--- config.mk ---
export PLATFORM = sky130hd
export DESIGN_NAME = alu_issue_ctrl
export DESIGN_NICKNAME = d
export VERILOG_FILES = /design/src/rtl/alu_issue_ctrl.sv
export SDC_FILE = /design/constraint.sdc
export NUM_CORES = 1
export LEC_CHECK = 0
export CORE_ASPECT_RATIO = 1.1
export CORE_MARGIN = 2
export CORE_UTILIZATION = 47
export DETAILED_ROUTE_END_ITERATION = 7
export GPL_TIMING_DRIVEN = 1
export PLACE_DENSITY_LB_ADDON = 0.1
export REMOVE_ABC_BUFFERS = 1
export SLEW_MARGIN = 10
export SYNTH_ARGS = -nofsm -noshare
export SYNTH_HDL_FRONTEND = slang
export SYNTH_SLANG_ARGS = --single-unit
--- constraint.sdc ---
create_clock -name clk -period 7.9 [get_ports clk]
set_input_delay 2.37 -clock clk [delete_from_list [all_inputs] [get_ports clk]]
set_output_delay 2.37 -clock clk [all_outputs]
set_load 0.01 [all_outputs]
--- src/rtl/alu_issue_ctrl.sv ---
// ---------------------------------------------------------------------------
// alu_issue_ctrl
//
// Initiator side of the ALU interface in the multi-cycle datapath. It takes
// one decoded-operand MIPS instruction at a time from register read. It
// translates opcode/funct into an ALU opcode, operands and shift amount, and
// drives the external combinational ALU for one cycle. It captures the
// result and flags, then offers a write-back/branch response to the
// write-back stage.
//
// Optional feature macro: ALU_ISSUE_PERF_CNT_EN
//   When defined, this block adds the retired_cnt (32-bit) and exc_cnt
//   (16-bit) outputs. The counters track completed response handshakes and
//   those handshakes that carried an exception.
//
// Ports
//   clk, rst            clock (rising edge), asynchronous active-high reset
//   instr_valid/ready   instruction + operand handshake from register read
//   instr, rs_val,      raw instruction word and its register operands
//   rt_val
//   alu_in1, alu_in2,   operands and controls driven to the external ALU
//   alu_opCode,         (stable for the whole EXEC cycle)
//   alu_shiftAmt
//   alu_result,         ALU outputs, captured at the end of EXEC
//   alu_overflow,
//   alu_zero
//   wb_valid/ready      response handshake to write-back
//   wb_data, wb_reg,    captured result, destination register, and the
//   wb_en               write-enable qualifier
//   branch_taken        beq/bne outcome
//   exc_overflow        trapping add/sub overflowed
//   exc_illegal         unsupported opcode/funct
//   retired_cnt,        performance counters (only with the macro above)
//   exc_cnt
// ---------------------------------------------------------------------------
module alu_issue_ctrl #(
  parameter int WIDTH = 32,
  parameter int REGW  = 5
) (
  input  logic             clk,
  input  logic             rst,
  input  logic             instr_valid,
  output logic             instr_ready,
  input  logic [31:0]      instr,
  input  logic [WIDTH-1:0] rs_val,
  input  logic [WIDTH-1:0] rt_val,
  output logic [WIDTH-1:0] alu_in1,
  output logic [WIDTH-1:0] alu_in2,
  output logic [3:0]       alu_opCode,
  output logic [4:0]       alu_shiftAmt,
  input  logic [WIDTH-1:0] alu_result,
  input  logic             alu_overflow,
  input  logic             alu_zero,
  output logic             wb_valid,
  input  logic             wb_ready,
  output logic [WIDTH-1:0] wb_data,
  output logic [REGW-1:0]  wb_reg,
  output logic             wb_en,
  output logic             branch_taken,
  output logic             exc_overflow,
  output logic             exc_illegal
`ifdef ALU_ISSUE_PERF_CNT_EN
  ,
  output logic [31:0]      retired_cnt,
  output logic [15:0]      exc_cnt
`endif
);

  // ALU operation codes
  localparam logic [3:0] ALU_AND = 4'b0000;
  localparam logic [3:0] ALU_OR  = 4'b0001;
  localparam logic [3:0] ALU_ADD = 4'b0010;
  localparam logic [3:0] ALU_SUB = 4'b0110;
  localparam logic [3:0] ALU_SLL = 4'b0100;
  localparam logic [3:0] ALU_SRL = 4'b0101;
  localparam logic [3:0] ALU_SLT = 4'b0111;
  localparam logic [3:0] ALU_NOR = 4'b1100;

  // Controller states
  localparam logic [1:0] IDLE = 2'd0;
  localparam logic [1:0] EXEC = 2'd1;
  localparam logic [1:0] RESP = 2'd2;

  logic [1:0] state;

  // Instruction fields
  logic [5:0]       opcode;
  logic [5:0]       funct;
  logic [4:0]       rt_idx;
  logic [4:0]       rd_idx;
  logic [4:0]       shamt;
  logic [WIDTH-1:0] imm_sext;
  logic [WIDTH-1:0] imm_zext;

  assign opcode   = instr[31:26];
  assign rt_idx   = instr[20:16];
  assign rd_idx   = instr[15:11];
  assign shamt    = instr[10:6];
  assign funct    = instr[5:0];
  assign imm_sext = {{(WIDTH-16){instr[15]}}, instr[15:0]};
  assign imm_zext = {{(WIDTH-16){1'b0}}, instr[15:0]};

  // The rs index is consumed upstream (rs_val arrives already read).
  logic unused_rs_idx;
  assign unused_rs_idx = ^instr[25:21];

  // Decode results
  logic [3:0]       dec_op;
  logic [WIDTH-1:0] dec_in1;
  logic [WIDTH-1:0] dec_in2;
  logic [4:0]       dec_shamt;
  logic [REGW-1:0]  dec_dest;
  logic             dec_trap;
  logic             dec_beq;
  logic             dec_bne;
  logic             dec_illegal;

  // NOTE: every signal gets a default before the case so that no path leaves
  // a value unassigned. An unassigned path would infer a latch.
  always_comb begin
    dec_op      = ALU_AND;
    dec_in1     = rs_val;
    dec_in2     = rt_val;
    dec_shamt   = '0;
    dec_dest    = REGW'(rd_idx);
    dec_trap    = 1'b0;
    dec_beq     = 1'b0;
    dec_bne     = 1'b0;
    dec_illegal = 1'b0;
    case (opcode)
      6'h00: begin
        case (funct)
          6'h20: begin dec_op = ALU_ADD; dec_trap = 1'b1; end
          6'h21: dec_op = ALU_ADD;
          6'h22: begin dec_op = ALU_SUB; dec_trap = 1'b1; end
          6'h23: dec_op = ALU_SUB;
          6'h24: dec_op = ALU_AND;
          6'h25: dec_op = ALU_OR;
          6'h27: dec_op = ALU_NOR;
          6'h2A: dec_op = ALU_SLT;
          6'h00: begin dec_op = ALU_SLL; dec_in1 = rt_val; dec_shamt = shamt; end
          6'h02: begin dec_op = ALU_SRL; dec_in1 = rt_val; dec_shamt = shamt; end
          default: dec_illegal = 1'b1;
        endcase
      end
      6'h08: begin dec_op = ALU_ADD; dec_in2 = imm_sext; dec_dest = REGW'(rt_idx); dec_trap = 1'b1; end
      6'h09: begin dec_op = ALU_ADD; dec_in2 = imm_sext; dec_dest = REGW'(rt_idx); end
      6'h0A: begin dec_op = ALU_SLT; dec_in2 = imm_sext; dec_dest = REGW'(rt_idx); end
      6'h0C: begin dec_op = ALU_AND; dec_in2 = imm_zext; dec_dest = REGW'(rt_idx); end
      6'h0D: begin dec_op = ALU_OR;  dec_in2 = imm_zext; dec_dest = REGW'(rt_idx); end
      // Branches compare via subtraction and never write a register.
      6'h04: begin dec_op = ALU_SUB; dec_beq = 1'b1; dec_dest = '0; end
      6'h05: begin dec_op = ALU_SUB; dec_bne = 1'b1; dec_dest = '0; end
      default: dec_illegal = 1'b1;
    endcase
  end

  // Registered decode carried from IDLE into EXEC
  logic [REGW-1:0] dest_q;
  logic            trap_q;
  logic            beq_q;
  logic            bne_q;

  assign instr_ready = (state == IDLE);
  assign wb_valid    = (state == RESP);

  // NOTE: sequential state uses non-blocking assignments only. Every register
  // updates from pre-edge values, whatever the statement order.
  always_ff @(posedge clk or posedge rst) begin
    if (rst) begin
      state        <= IDLE;
      alu_in1      <= '0;
      alu_in2      <= '0;
      alu_opCode   <= '0;
      alu_shiftAmt <= '0;
      dest_q       <= '0;
      trap_q       <= 1'b0;
      beq_q        <= 1'b0;
      bne_q        <= 1'b0;
      wb_data      <= '0;
      wb_reg       <= '0;
      wb_en        <= 1'b0;
      branch_taken <= 1'b0;
      exc_overflow <= 1'b0;
      exc_illegal  <= 1'b0;
    end else begin
      case (state)
        IDLE: begin
          if (instr_valid) begin
            if (dec_illegal) begin
              // No ALU cycle: respond straight away with a cleared payload.
              state        <= RESP;
              wb_data      <= '0;
              wb_reg       <= '0;
              wb_en        <= 1'b0;
              branch_taken <= 1'b0;
              exc_overflow <= 1'b0;
              exc_illegal  <= 1'b1;
            end else begin
              state        <= EXEC;
              alu_in1      <= dec_in1;
              alu_in2      <= dec_in2;
              alu_opCode   <= dec_op;
              alu_shiftAmt <= dec_shamt;
              dest_q       <= dec_dest;
              trap_q       <= dec_trap;
              beq_q        <= dec_beq;
              bne_q        <= dec_bne;
            end
          end
        end
        EXEC: begin
          state        <= RESP;
          wb_data      <= alu_result;
          wb_reg       <= dest_q;
          exc_overflow <= trap_q & alu_overflow;
          exc_illegal  <= 1'b0;
          branch_taken <= (beq_q & alu_zero) | (bne_q & ~alu_zero);
          // A trapped overflow leaves the destination untouched.
          wb_en        <= ~(beq_q | bne_q) & (dest_q != '0) & ~(trap_q & alu_overflow);
        end
        RESP: begin
          if (wb_ready) state <= IDLE;
        end
        default: state <= IDLE;
      endcase
    end
  end

`ifdef ALU_ISSUE_PERF_CNT_EN
  // Counters bump on the response handshake itself and wrap naturally.
  always_ff @(posedge clk or posedge rst) begin
    if (rst) begin
      retired_cnt <= '0;
      exc_cnt     <= '0;
    end else if (wb_valid && wb_ready) begin
      retired_cnt <= retired_cnt + 32'd1;
      if (exc_overflow || exc_illegal) exc_cnt <= exc_cnt + 16'd1;
    end
  end
`endif

endmodule
== Word level (Yosys, flattened, before mapping) ==
Index checks and enable logic that the tools add are counted.
Cells by class
  add/sub/neg operators: 0
  multiply operators: 0
  divide/modulo/power cells: 0
  $lt $le $gt $ge: 0
  eq/ne operators: 21
  shift-type cells: 0
  muxes and demuxes: 32
  bitwise logic cells: 11
  reductions and logical operators: 19
Operators by type and width (number)
  2-to-1 mux 32 bit: 4
  case mux 32 bit (2 select lines): 2
  equality test 6 bit, second input constant: 8
  equality test 6 x 4 -> 1 bit, second input constant: 5
  case mux 4 bit (7 select lines): 1
  2-to-1 mux 5 bit: 4
  case mux 4 bit (5 select lines): 1
  case mux 5 bit (2 select lines): 2
  OR reduction 2 bit: 7
  equality test 6 x 3 -> 1 bit, second input constant: 2
  logical NOT 6 bit: 2
  case mux 1 bit (2 select lines): 6
  OR reduction 10 bit: 1
  2-to-1 mux 1 bit: 8
  OR reduction 7 bit: 1
  equality test 6 x 2 -> 1 bit, second input constant: 1
  2-to-1 mux 2 bit: 3
  case mux 2 bit (3 select lines): 1
  AND reduction 3 bit: 2
  bitwise AND 1 bit: 5
  nonzero test 5 bit: 1
  OR reduction 5 bit: 1
  != test 2 x 1 -> 1 bit, second input constant: 2
  inverter 1 bit: 4
  other kinds (8): 9
Storage, ports and cells
  bits in registers: 124
  latch bits: 0
  memory bits (writable): 0
  ROM bits: 0
  input bits: 134
  output and inout bits: 116
  memories: 0

== Longest topological paths before layout ==
Gate-level depths: netlist of the first run.
  depth in word-level cells: 7
  depth in mapped cells: 8

== Least setup slack after synthesis of the first run ==
OpenSTA, ideal clock, no wires.
  kind: input to register
  start point: input instr[31]
  end point: register alu_opCode[2]
  arrival: 4.214 ns
  required time: 7.773 ns
  setup slack: 3.559 ns
  stages on the path: 8
  cells stage by stage: or2_1 -> clkbuf_1 -> or4_4 -> a211o_1 -> a21oi_2 -> buf_6 -> buf_6 -> mux2_1
Between the ends
  word-level cells in the longest chain between the ends: 5
  elaborated cells between the ends (all ways): 15
Ends and longest elaborated chain
  start, declared: RTL line 44  | input logic [31:0] instr,
  equality test 6 x 3 -> 1 bit / equality test 6 x 4 -> 1 bit (equally long branches): RTL line 130  | case (opcode)
  OR reduction 7 bit (no line)
  case mux 1 bit (2 select lines): RTL line 130
  inverter 1 bit (no line)
  AND reduction 3 bit (no line)
  end signal, assigned: RTL line 203  | alu_opCode <= dec_op;
  end, declared: RTL line 49  | output logic [3:0] alu_opCode,
Several ways; a longest one is shown, not always the timed one.
A chain may end at the register's enable or synchronous reset.

== Worst setup path after layout of the first run ==
  start point: input instr[28]
  end point: register alu_in1[1]
Between the ends
  word-level cells in the longest chain between the ends: 5
  elaborated cells between the ends (all ways): 13
Ends and longest elaborated chain
  equality test 6 x 3 -> 1 bit / equality test 6 x 4 -> 1 bit (equally long branches): RTL line 130
  OR reduction 7 bit (no line)
  case mux 1 bit (2 select lines): RTL line 130
  inverter 1 bit (no line)
  AND reduction 3 bit (no line)
  end signal, assigned: RTL line 201  | alu_in1 <= dec_in1;
  end, declared: RTL line 47  | output logic [WIDTH-1:0] alu_in1,
Several ways; a longest one is shown, not always the timed one.

==> summary.txt, run 1 <==
Yosys
  • EDFF count, synth: 0
  • Syn_area_per_cell: 12.5 um2
  • Register area share after synthesis: 0.517
  • Mapped cell area: 6000 um2
  • Dominant synthesized flop cell: dfrtp_1
  • Yosys reg bits: 124
  • Async S/R FF share, synth: 1.00
  • Synth Instances: 480
  • Yosys cell types: 43
  • Ys Warns: 0

Job
  • Max Cap Viol: 0

Global routing
  • GRT Overall Usage: 0.235
  • Maximum number of pins on one net before global-route repair: 65
  • Vias in the first global route: 5043
  • GRT overflow: 0
  • Antenna violations before repair: 0
  • First-pass GRT wire length: 25400 um

STA
  • Final setup TNS: 0 ps
  • Unrepaired setup endpoints after global routing: no
  • # setup viols final: 0
  • Worst Tran Pin Value: 1060 ps
  • Peak Freq: 0.185 GHz
  • Final hold vios: 0
  • Clock Skews: 6.59 ps
  • Slew Viols, Final: 0
  • Final Cycle Share: 0.683
  • Relative slew slack: 0.294
  • Fin crit period: 5400 ps

Cells and area
  • Final cell count without fillers: 886
  • Area delta synth->final: 52.8%
  • Ratio of cells with drive above 1 in the final layout: 0.129
  • ANT cells: 0
  • Largest registers: alu_in1 (32), alu_in2 (32), wb_data (32)
  • Fin nets: 850

Power
  • Sw frac: 0.267
  • Maximum vdd drop: 0.173 mV
  • Seq pwr share: 0.363
  • Sw Pwr: 647 uW
  • Comb pwr share: 0.282
  • Power Density: 264 nW/um2
  • Int Pwr: 1780 uW
  • Leak: 0.00395 uW
  • Clock share of power: 0.355

Critical path
  • Startpoint types: input pin
  • Worst Setup SP: instr[28]
  • Worst EP arrival: 5680 ps
  • Crit path kind: input pin to register
  • Peak fanout along the critical path: 55
  • Crit end category: register
  • Worst r2r src: state[1]$_DFFE_PP0P_
  • Critical Path RT: 8180 ps

Route
  • Via Count: 4694
  • Initial DRT Pass Iterations: 4
  • Residual DRC: 0
  • Vias/cell: 5.30
  • Final ANT Viol Nets: 0
  • WL/cell: 17.9 um
  • Total routed wirelength: 15900 um
  • DRC violation total after the first TritonRoute iteration: 282

Floorplanning
  • Initial Utilization: 0.479
  • # rows: 43
  • Die ar.: 13700 um2
  • Die width: 112 um
  • Ports: 250
  • Die height: 123 um
  • Core area: 12500 um2

Place
  • Gpl congestion: 0.811
  • Post-DP HPWL: 11400 um
  • Placed insts: 854
  • Port Buf Inserts: 244

Clocking
  • H-tree depth: 4
  • Cts hold-fix bufs: 0
  • CTS tree: built
  • Maximum clock insertion buffer count: 2
  • CTS Root Cell: clkbuf_16
  • CTS resizes: 0
  • # Post-CTS Setup Buffers: 0
  • Cts bufs inserted: 17
  • Clk_lat worst skew: 400 ps
  • Clock Pin Slew Worst Setup and Hold Paths: 60 ps
  • Clock sinks: 124

Worst hold path
  • Worst hold start: alu_in1[7]$_DFFE_PP0P_
  • HP Class: register to register

Status
  • Run status: finished, final reports clean
## metrics by stage
step / worst slack [ps] / area [um2] / hold WS, ps / power, uW / utilization
after floorplan: 1440 / 5790 / 468 / 1130 / -
after global placement: 2100 / 8520 / 466 / 1550 / 0.679
after detailed placement: 2060 / 8520 / 476 / 1580 / 0.679
after CTS: 2490 / 9170 / 489 / 2450 / 0.732
after global routing: 2310 / 9170 / 509 / 2540 / 0.732
final: 2500 / 9170 / 483 / 2420 / 0.732
## final timing paths
kind / to / slack [ps] / cells past startpoint
worst max register to register: alu_in1[1]$_DFFE_PP0P_ / 5280 / 5
max in group asynchronous: wb_data[16]$_DFFE_PP0P_ / 4140 / 3
worst max-delay path: alu_in1[1]$_DFFE_PP0P_ / 2500 / 7
min in group asynchronous: alu_in1[0]$_DFFE_PP0P_ / 2460 / 2
worst min register to register: alu_in1[7]$_DFFE_PP0P_ / 480 / 1
worst min-delay path: alu_in1[7]$_DFFE_PP0P_ / 480 / 1
## routing by layer
metal,global-route usage,part of all wire,vias to the layer above
li1,-,-,2210
met1,0.273,0.40,2278
met2,0.400,0.50,185
met3,0.0859,0.085,21
met4,0.0934,0.016,0
met5,0,0,-
## layout by cell type (no fill, tap or decap), drive strengths merged, types with 2 or more instances in the layout
cell type	instances
clkdlybuf4s50	244
dfrtp	124
mux2	112
a21oi	61
mux2i	56
inv	24
clkbuf	19
nor2	10
nand2	9
nand2b	7
a22o	6
and3	6
buf	6
bufinv	5
clkinv	4
o21ai	3
nor4	3
o22ai	2
nor3	2
and2	2
o221ai	2
clkinvlp	2
or2	2
a2111oi	2
nor2b	2
## power by group through the flow
stage | clock network [uW] | registers, uW | logic, uW
final | 860 | 880 | 683
after global routing | 904 | 900 | 735
after CTS | 874 | 881 | 693
after detailed placement | 0 | 889 | 687
after global placement | 0 | 877 | 674
after floorplan | 0 | 951 | 180
## synthesized netlist by cell type, types with 2 or more instances
master / count / share of area
dfrtp_1: 124 / 0.52
mux2_1: 67 / 0.13
a21oi_1: 59 / 0.049
mux2i_1: 56 / 0.093
mux2_2: 45 / 0.084
inv_1: 22 / 0.014
clkbuf_1: 20 / 0.013
nor2_1: 10 / 0.0063
nand2_1: 9 / 0.0056
nand2b_1: 7 / 0.0073
a22o_1: 6 / 0.0088
and3_1: 6 / 0.0063
buf_6: 6 / 0.011
buf_2: 4 / 0.0033
o21ai_0: 3 / 0.0025
a21oi_2: 2 / 0.0029
and2_1: 2 / 0.0021
buf_8: 2 / 0.0050
nor2b_1: 2 / 0.0021
nor3_1: 2 / 0.0017
nor4_1: 2 / 0.0021
o221ai_1: 2 / 0.0029
o22ai_1: 2 / 0.0021
## cell families (layout without fill, tap and decap cells)
group / Yosys count / after routing / synth area share
mux: 168 / 168 / 0.303
flops: 124 / 124 / 0.517
compound gates: 86 / 86 / 0.0863
buf+inv: 55 / 304 / 0.0492
simple gates: 47 / 47 / 0.0442
## worst max-delay path, stage by stage
cell	delay [ps]
clkdlybuf4s50_1	570
or2_4	330
or4_4	530
a211o_1	310
a21oi_4	770
buf_12	380
mux2_1	370
## cell type report
cell class                 instances  area, um2
inverter                          22       85.1
tap                              157        196
clock inverter                    13        214
fill                             871       3360
multi-input combinational        301       2630
timing repair buffer             250       2500
clock buffer                      19        443
sequential                       124       3100
Note: power is estimated with default switching activity, not from simulation.
==> inputs of run 2 (changes only) <==
--- a/config.mk
+++ b/config.mk
@@ -7,7 +7,7 @@
 export LEC_CHECK = 0
 export CORE_ASPECT_RATIO = 1.1
 export CORE_MARGIN = 2
-export CORE_UTILIZATION = 47
+export CORE_UTILIZATION = 43
 export DETAILED_ROUTE_END_ITERATION = 7
 export GPL_TIMING_DRIVEN = 1
 export PLACE_DENSITY_LB_ADDON = 0.1
==> constraint.sdc (replaced) <==
create_clock -name clk -period 5.35 [get_ports clk]
set_input_delay 1.605 -clock clk [delete_from_list [all_inputs] [get_ports clk]]
set_output_delay 1.605 -clock clk [all_outputs]
set_load 0.01 [all_outputs]
==> summary.txt, run 2 (same netlist as run 1, synthesis figures left out) <==
Status
  • Run status: finished, final reports clean

Critical path
  • Crit path kind: input pin to register
  • Peak fanout along the critical path: 26
  • Slowest library cell on the worst path: nor4b_2
  • CP cell instances: clkdlybuf4s50_1 > nor2_1 > nor4b_2 > nand2_1 > buf_4 > mux2_2 > mux2_1
  • Worst EP arrival: 4360 ps
  • Startpoint types: input pin
  • Critical Path RT: 5640 ps
  • Crit end category: register
  • R2r setup slk: 3360 ps
  • Largest stage delay, worst path: 570 ps

Global routing
  • GRT overflow: 0
  • Vias in the first global route: 4987
  • First-pass GRT wire length: 24600 um
  • GRT Overall Usage: 0.214
  • Antenna violations before repair: 0
  • Maximum number of pins on one net before global-route repair: 65

Cells and area
  • Largest registers: alu_in1 (32), alu_in2 (32), wb_data (32)
  • Area delta synth->final: 53.5%
  • Fin nets: 853
  • Leading cell type in the layout, fill and taps excluded: clkdlybuf4s50_1
  • Ratio of cells with drive above 1 in the final layout: 0.129
  • Util after Layout: 0.671
  • ANT cells: 0
  • Commonest cells after routing, fill and taps aside: clkdlybuf4s50_1 (244), dfrtp_1 (124), mux2_1 (67)

Clocking
  • CTS tree: built
  • # Post-CTS Setup Buffers: 0
  • Cts hold-fix bufs: 0
  • CTS resizes: 0
  • H-tree depth: 4
  • CTS Root Cell: clkbuf_16
  • Clock sinks: 124
  • Clock Pin Slew Worst Setup and Hold Paths: 60 ps
  • Cts bufs inserted: 17
  • Clk_lat worst skew: 410 ps
  • Maximum clock insertion buffer count: 2

Place
  • Gpl congestion: 0.783
  • Setup slack at placement: 850 ps
  • Post-DP HPWL: 11500 um
  • Port Buf Inserts: 244

STA
  • # setup viols final: 0
  • Fin crit period: 4070 ps
  • Relative slew slack: 0.299
  • Peak Freq: 0.246 GHz
  • Final Cycle Share: 0.760
  • Final setup TNS: 0 ps
  • Final hold vios: 0
  • Post-route setup slack: 1280 ps
  • Clock Skews: 6.15 ps
  • Worst Tran Pin Value: 1050 ps
  • Slew Viols, Final: 0
  • WHS: 484 ps
  • Unrepaired setup endpoints after global routing: no

Route
  • Vias/cell: 5.07
  • Wl on met1: 6240 um
  • DRC violation total after the first TritonRoute iteration: 230
  • Residual DRC: 0
  • Highest metal used: met4
  • WL/cell: 17.2 um
  • Metal3 WL: 1420 um
  • Initial DRT Pass Iterations: 4
  • Total routed wirelength: 15800 um
  • Final ANT Viol Nets: 0
  • Via Count: 4663
  • Met2 WL: 7790 um

Floorplanning
  • Core area: 13700 um2
  • # rows: 45
  • Die ar.: 14900 um2
  • Ports: 250
  • Die width: 117 um
  • Die height: 128 um
  • Initial Utilization: 0.437

Power
  • Maximum vdd drop: 0.228 mV
  • Power Density: 382 nW/um2
  • Leak: 0.00397 uW

Job
  • Max Cap Viol: 0

Worst hold path
  • HP Class: register to register
[run 2: through the flow]
step	area (um2)	cells	total power, uW
2_1_floorplan	5790	447	1670
3_3_place_gp	8590	888	2300
3_5_place_dp	8590	888	2330
4_1_cts	9220	919	3560
5_1_grt	9220	919	3690
6_report	9220	919	3520
[run 2: layer usage]
layer,vias up,global-route usage
li1,2198,-
met1,2260,0.242
met2,179,0.358
met3,26,0.0927
met4,0,0.0817
met5,-,0
[run 2: worst paths after layout]
check / start / to / depth (start not counted)
worst max-delay path: instr[2] / alu_in1[29]$_DFFE_PP0P_ / 7
worst min-delay path: alu_opCode[1]$_DFFE_PP0P_ / alu_opCode[1]$_DFFE_PP0P_ / 1
worst max register to register: state[1]$_DFFE_PP0P_ / dest_q[2]$_DFFE_PP0P_ / 5
worst min register to register: alu_opCode[1]$_DFFE_PP0P_ / alu_opCode[1]$_DFFE_PP0P_ / 1
max in group asynchronous: rst / alu_in2[19]$_DFFE_PP0P_ / 3
min in group asynchronous: rst / alu_in2[0]$_DFFE_PP0P_ / 2
[run 2: cell type report]
type                            instances  area (um2)
Tap cell                              188         235
Timing Repair Buffer                  253        2530
Multi-Input combinational cell        301        2630
Fill cell                            1107        4520
Sequential cell                       124        3100
Clock buffer                           24         492
Clock inverter                          7         135
Inverter                               22        85.1
[run 2: critical path, delay by kind of cell]
family,cells,cell delay [ps]
buffers and inverters,2,920
AND/OR/NAND/NOR,3,1180
multiplexers,2,630
[run 2: power by group]
| group | internal [uW] | switching, uW | total (uW) |
|---|---|---|---|
| sequential | 1170 | 126 | 1300 |
| combinational | 608 | 396 | 1000 |
| clock | 824 | 389 | 1210 |
==> edit (settings of run 2) <==
`WIDTH`: 32 -> 64.
--- a/src/rtl/alu_issue_ctrl.sv
+++ b/src/rtl/alu_issue_ctrl.sv
@@ -34,7 +34,7 @@
 //   exc_cnt
 // ---------------------------------------------------------------------------
 module alu_issue_ctrl #(
-  parameter int WIDTH = 32,
+  parameter int WIDTH = 64,
   parameter int REGW  = 5
 ) (
   input  logic             clk,
Interface: changed (6 resized); port bits go from 250 to 442. No check against the original RTL was run, so the function may have changed too.
==> edit against run 2 <==
Setup slack worse by 0.14 ns. Clock power is 34% higher. Synthesized area is 64% higher. Wire length is 93% higher. Cell area is 65% higher. Sequential power is 78% higher. Count of clock-buffer cells in the layout is 10 higher. Sequential cell count is 96 higher. Total power is 66% higher. Critical endpoint is now alu_in1[19]. Largest cell class unchanged. Largest power group unchanged.
==> edit: results (changes against run 2) <==
status finished, final reports clean (unchanged); FILL cells 1,756 (was 1,107); #MultiIn Comb 450 (was 301); Area Growth Syn to Fin 55.1% (was 53.5%); r2r endpoint alu_in1[19] (was dest_q[2]); Post-DP Area 0.0145 mm2 (was 0.00859 mm2); met3 WL post-DR 2.99 mm (was 1.42 mm); Avg WL per Cell 20.2 um (was 17.2 um); count of distinct cell types in the synthesized netlist 40 (was 43); Metal-1 WL 11.3 mm (was 6.24 mm); clock group share of total power 0.277 (was 0.345); Worst EP arrival 4.59 ns (was 4.36 ns); Non-Filler Instances 1,513 (was 919); Final Skew 0.0101 ns (was 0.00615 ns); Clock Latency Late Sink 0.51 ns (was 0.41 ns); Worst path max stage delay 0.67 ns (was 0.57 ns); worst reg-to-reg path cell count 4 (was 5); Mapped Avg Cell Area 12.5 um2 (about the same); nonclk inv count 60 (was 22); initial antenna violation count 1 (was 0); Max Used Layer met5 (was met4); largest net degree at the start of global routing 147 (was 65); Tightest Pin Transition 0.932 ns (was 1.05 ns); layout cell share with drive strength beyond 1 0.119 (was 0.129); fraction of area in multi-input gates 0.252 (was 0.286); met3 Use GR 0.0880 (was 0.0927); sequential share of the synthesized area 0.561 (was 0.517); vias in the first global route 8,232 (was 4,987); internal power 4.18 mW (was 2.61 mW); GRT Util Overall 0.248 (was 0.214); Comb pwr share 0.326 (was 0.285); Final clock-cell share 0.0506 (was 0.0680); Total Nets Final 1,433 (was 853); Max FO, Critical Path 146 (was 26); most area-consuming cells after synthesis dfrtp_1 56%, mux2_2 9.6%, mux2_1 8.3% (was dfrtp_1 52%, mux2_1 13%, mux2i_1 9.3%); hold path startpoint wb_en (was alu_opCode[1]); Slowest cell on crit path clkdlybuf4s50_1 (was nor4b_2); synth cell count leaders 220 x dfrtp_1, 84 x mux2_2, 75 x a22o_1 (was 124 x dfrtp_1, 67 x mux2_1, 59 x a21oi_1); Vias/cell 5.15 (was 5.07); maximum VDD drop 0.303 mV (was 0.228 mV); crit path time final 4.21 ns (was 4.07 ns); met2 WL post-DR 15.1 mm (was 7.79 mm); clock buf count 34 (was 24)
[edit: cell count changes after synthesis, sizes merged, moves of 8 or more]
cell	delta
a21oi	-8
buf	+17
a22o	+69
mux2	+44
nand2	+46
inv	+38
dfrtp	+96
[edit: cells by family (layout without fill, tap and decap cells)]
family / Yosys count / in the layout / share of synthesized area
muxes: 210 / 210 / 0.234
buffers and inverters: 115 / 548 / 0.0507
AOI/OAI and AO/OA: 148 / 148 / 0.108
DFF: 220 / 220 / 0.561
and+or+nand+nor: 92 / 92 / 0.0463
[edit: worst max-delay path by stage]
stage / to / cells past startpoint / startpoint
after floorplan: alu_in1[0] / 1 / rst
after global placement: alu_in1[25] / 7 / instr[27]
after detailed placement: alu_in1[19] / 7 / instr[27]
after CTS: alu_in1[19] / 7 / instr[27]
after global routing: alu_in1[44] / 7 / instr[27]
final: alu_in1[19] / 7 / instr[27]
